**src/rtl/stack_ctrl.sv**
```systemverilog
// Hardware call/data stack controller. It accepts one CPU request at a time,
// drives push/pop strobes to an external negedge-clocked stack, and mirrors
// the stack occupancy. It answers with popped data, jump targets or errors.
module stack_ctrl #(
    parameter int DEPTH  = 1024,
    parameter int DATA_W = 32
) (
    input  logic                            clk,
    input  logic                            rst_n,
    input  logic                            req_vld,
    output logic                            req_rdy,
    input  logic [1:0]                      req_op,
    input  logic [DATA_W-1:0]               req_data,
    output logic                            rsp_vld,
    input  logic                            rsp_rdy,
    output logic [DATA_W-1:0]               rsp_data,
    output logic                            rsp_jmp,
    output logic                            rsp_err,
    output logic                            stk_push,
    output logic                            stk_pop,
    output logic [DATA_W-1:0]               stk_wdata,
    input  logic [DATA_W-1:0]               stk_rdata,
    output logic [$clog2(DEPTH+1)-1:0]      depth,
    output logic                            full,
    output logic                            empty
);

    localparam int DEPTH_W = $clog2(DEPTH + 1);

    localparam logic [1:0] OP_PUSH = 2'b00;
    localparam logic [1:0] OP_POP  = 2'b01;
    localparam logic [1:0] OP_CALL = 2'b10;
    localparam logic [1:0] OP_RET  = 2'b11;

    typedef enum logic [1:0] {
        IDLE  = 2'b00,
        ISSUE = 2'b01,
        RESP  = 2'b10
    } state_t;

    state_t              state;
    state_t              state_nxt;

    // Request captured at the accept edge; consumed during ISSUE.
    logic [1:0]          op_p0;
    logic [DATA_W-1:0]   data_p0;

    logic                is_push_op;
    logic                op_ok;

    // A CALL saves the address of the instruction after the call site.
    // The increment wraps modulo 2^DATA_W.
    function automatic logic [DATA_W-1:0] return_addr(input logic [DATA_W-1:0] pc);
        return pc + {{(DATA_W-1){1'b0}}, 1'b1};
    endfunction

    assign full  = (depth == DEPTH_W'(DEPTH));
    assign empty = (depth == '0);

    // Classify the latched request and decide whether the stack can take it.
    always_comb begin
        is_push_op = (op_p0 == OP_PUSH) || (op_p0 == OP_CALL);
        op_ok      = is_push_op ? !full : !empty;
    end

    // State register; reset aborts anything in flight.
    always_ff @(posedge clk or negedge rst_n) begin
        if (!rst_n) begin
            state <= IDLE;
        end else begin
            state <= state_nxt;
        end
    end

    // Next-state logic plus handshake and stack strobes decoded from state.
    always_comb begin
        state_nxt = state;
        req_rdy   = 1'b0;
        rsp_vld   = 1'b0;
        stk_push  = 1'b0;
        stk_pop   = 1'b0;
        stk_wdata = '0;
        case (state)
            IDLE: begin
                req_rdy = 1'b1;
                if (req_vld) begin
                    state_nxt = ISSUE;
                end
            end
            ISSUE: begin
                state_nxt = RESP;
                if (op_ok) begin
                    if (is_push_op) begin
                        stk_push  = 1'b1;
                        stk_wdata = (op_p0 == OP_CALL) ? return_addr(data_p0) : data_p0;
                    end else begin
                        stk_pop = 1'b1;
                    end
                end
            end
            RESP: begin
                rsp_vld = 1'b1;
                if (rsp_rdy) begin
                    state_nxt = IDLE;
                end
            end
            default: begin
                state_nxt = IDLE;
            end
        endcase
    end

    // Latch the request operands on the accept edge.
    always_ff @(posedge clk) begin
        if (state == IDLE && req_vld) begin
            op_p0   <= req_op;
            data_p0 <= req_data;
        end
    end

    // Response fields and the occupancy mirror update at the edge ending ISSUE.
    // The stack pointer moved on the preceding negedge, so stk_rdata already
    // presents the popped word here.
    always_ff @(posedge clk or negedge rst_n) begin
        if (!rst_n) begin
            rsp_data <= '0;
            rsp_jmp  <= 1'b0;
            rsp_err  <= 1'b0;
            depth    <= '0;
        end else if (state == ISSUE) begin
            rsp_err  <= !op_ok;
            rsp_jmp  <= op_ok && (op_p0 == OP_RET);
            rsp_data <= (op_ok && !is_push_op) ? stk_rdata : '0;
            if (op_ok) begin
                depth <= is_push_op ? depth + 1'b1 : depth - 1'b1;
            end
        end
    end

endmodule

```
**config.mk**
```make
export PLATFORM = sky130hd
export DESIGN_NAME = stack_ctrl
export DESIGN_NICKNAME = d
export VERILOG_FILES = /design/src/rtl/stack_ctrl.sv
export SDC_FILE = /design/constraint.sdc
export NUM_CORES = 1
export LEC_CHECK = 0
export BUFFER_PORTS_ARGS = -buffer_cell sky130_fd_sc_hd__buf_2
export CAP_MARGIN = 20
export CORE_ASPECT_RATIO = 0.75
export CORE_UTILIZATION = 49
export CTS_CLUSTER_DIAMETER = 60
export CTS_CLUSTER_SIZE = 14
export DETAILED_ROUTE_END_ITERATION = 12
export HOLD_SLACK_MARGIN = 0.06
export MAX_ROUTING_LAYER = met4
export PLACE_DENSITY = 0.91
export SETUP_SLACK_MARGIN = 0.5
export SLEW_MARGIN = 20
export SYNTH_ARGS = -nofsm -noshare
export SYNTH_HDL_FRONTEND = slang
export SYNTH_SLANG_ARGS = --single-unit
```
**constraint.sdc**
```tcl
create_clock -name clk -period 2.8 [get_ports clk]
set_input_delay 0.28 -clock clk [delete_from_list [all_inputs] [get_ports clk]]
set_output_delay 0.28 -clock clk [all_outputs]
set_load 0.02 [all_outputs]
```
==> reports/metrics.yaml <==
synth_top_area_cell: "dfrtp_1"
run_status: "finished clean"
viasPerCell: 5.47
dieArea_mm2: 0.00849
synth_edf_count: 34
final_common_cell: "buf_2"
ioPinCount: 153
reg2reg_slack_ps: 280
slowest_delay_ps: 550
cp.depth: 7
antenna_left: 0
io_buffers: 152
cp.buffers_inverters: 2
worstPathRequired_ps: 2520
fillerInstances: 550
place_congestion: 0.903
root_buffer: "clkbuf_8"
synth-seq-cells: 81
fin_area_mm2: 0.00559
syn_inst: 344
synth_fp_nets: 425
wirelength_um: 11400
num_antenna_cells: 0
avgSynthCellArea_um2: 11.6
fin_skew_ps: 16.4
synthDistinctLibCells: 48
first_global_vias: 3250
finalSetupTns_ps: 0
overflow: 0
cts_tree: "done"
min_period_over_period_pct: 95.0
placedInstanceArea_mm2: 0.00485
start_util_pct: 50.5
setup_viol: 0
slew_viol_final: 0
grtUsageTotal_pct: 25.4
first_iter_violations: 227
synth_top_flop_cell: "dfrtp_1"
syn2layout_area_growth_pct: 40.5
crit_family: "simple AND/OR/NAND/NOR gates"
p_leak_nw: 2.65
cp_slowest_cell: "or4_4"
die_height_um: 80.0
synthTopCellsByArea: "dfrtp_1 30%, edfxtp_1 26%, a22o_1 7.3%, xor2_1 6.4%, nor2_1 3.8%"
grt_pass1_wl_um: 16000
hp-class: "in -> reg"
critPathKind: "reg -> out"
drtPass1Iterations: 4
arrival_ps: 2380
hold_viol: 0
clock_sinks: 81
clock_latency_ps: 360
ir_drop_mv: 0.747
timing.rr.end: "rsp_data[14]"
final_nets: 615
synth_top_area_share_pct: 29.6
clk_pin_slew_ps: 90
crit_path_end: "stk_wdata[1]"
ys_seq_area_share_pct: 55.2
max_freq_ghz: 0.376
syn-cell-area_mm2: 0.00398
core_area_mm2: 0.00788
dp.cells: 589
grt_max_degree: 48
wl_per_cell_um: 17.7
cp-end-kind: "output port"
die_width_um: 106
antenna_found_initial: 0
ys_warn_count: 0
clockBufferDepth: 2
stdcell_count: 644
worstSetupStartpoint: "depth[5]"
htree_levels: 3
crit_fanout: 17
cts-buffers-inserted: 9
power_density_mw_per_mm2: 1050
reg2reg_depth: 10
path_cells: "or4_4 -> nor4_4 -> and2_4 -> or3_4 -> buf_12 -> nor2_1 -> buf_2"
via_count: 3522
drc: 0
async_flop_share_pct: 58.0
period_minus_slack_ps: 2660
row_count: 28
reg2reg_from: "depth[5]"
relSlewSlack_pct: 59.4
dpl.hpwl_um: 7130
startpoint_type: "flop"
drv_cap: 0
rsz0062_at_grt: "yes"
worst_pin_slew_ps: 609
final_cell_mix: "149 x buf_2, 46 x dfrtp_1, 34 x edfxtp_1, 34 x buf_4"
drive_gt1_share_pct: 46.6
[logic make-up after synthesis]
family                     Yosys count  synth area share, %
and+or+nand+nor                    113                 15.4
muxes                                1                0.252
AOI/OAI and AO/OA                   68                 12.9
adders and majority gates           11                 3.65
buffers and inverters               28                 3.37
xor gates and xnor gates            42                 9.25
DFF                                 81                 55.2
[worst register-to-register path, stage by stage, from the launching register on]
cell and delay (ps):
dfrtp_1 410, or4_4 550, nor4_4 310, buf_4 170, buf_6 90, and2b_2 180
nor3_4 70, buf_4 160, buf_4 130, buf_12 140, a22o_1 200
[routing by layer]
layer	up-vias	GRT usage, %	routed length (µm)
met5	-	-	0
met4	0	8.33	218
met3	20	5.55	598
met2	138	41.2	5740
met1	1741	32.1	4850
li1	1623	-	-
[what timing repair did]
| action | in CTS | in global routing |
|---|---|---|
| pin swaps | 5 | 7 |
| endpoints found under the setup margin | 37 | 71 |
| gates cloned | 1 | 3 |
| setup buffers | 11 | 23 |
| hold endpoints to repair | 0 | 47 |
| gates resized for setup | 13 | 28 |
| hold buffers | 0 | 1 |
[state kept, by name (all words and copies together), names as in the netlist]
signal / count
depth: 11
rsp_jmp: 1
rsp_data: 32
rsp_err: 1
data_p0: 32
op_p0: 2
state: 2
[through the flow]
stage	setup slack, ps	hold WS, ps	total power, mW	util (%)
2_1_floorplan	499	-15.6	3.62	-
3_3_place_gp	443	458	4.28	61.6
3_5_place_dp	330	458	4.37	61.6
4_1_cts	154	80.2	5.40	66.2
5_1_grt	89.2	76.2	6.13	70.9
6_report	140	90.1	5.85	70.9
[worst min path at each step]
stage | from | end | slack, ps | cells past startpoint
after floorplan | rst_n | depth[0] | -20 | 0
after global placement | req_data[19] | data_p0[19] | 460 | 1
after detailed placement | req_data[7] | data_p0[7] | 460 | 1
after CTS | req_op[1] | op_p0[1] | 80 | 1
after global routing | req_data[18] | data_p0[18] | 80 | 1
final | req_op[1] | op_p0[1] | 90 | 1
[synth_stat cells, drive strengths merged (4+ instances only)]
library cell and number:
and3 7, nand3 16, inv 11, nand4 7
nand2 20, xnor2 13, and2 4, clkbuf 6
buf 11, o21ai 14, xor2 29, a21oi 6
a22o 33, edfxtp 34, ha 10, nor2 40
dfrtp 47
[cell type report]
type / count / area (µm²) / share of cell area (%)
clock buffer: 11 / 141 / 2.53
clock inverter: 5 / 62.6 / 1.12
inverter: 11 / 45.0 / 0.806
multi-input combinational: 235 / 1800 / 32.3
sequential: 81 / 2200 / 39.3
tap: 105 / 131 / 2.35
timing repair buffer: 196 / 1210 / 21.6
[power by group]
group	total, mW	leakage, nW	switching, mW	internal, mW
logic	2.96	1.63	1.70	1.26
clock network	0.879	0.104	0.435	0.444
registers	2.00	0.924	0.323	1.68
total	5.85	2.65	2.46	3.39
Power figures use the tool's default switching activity.
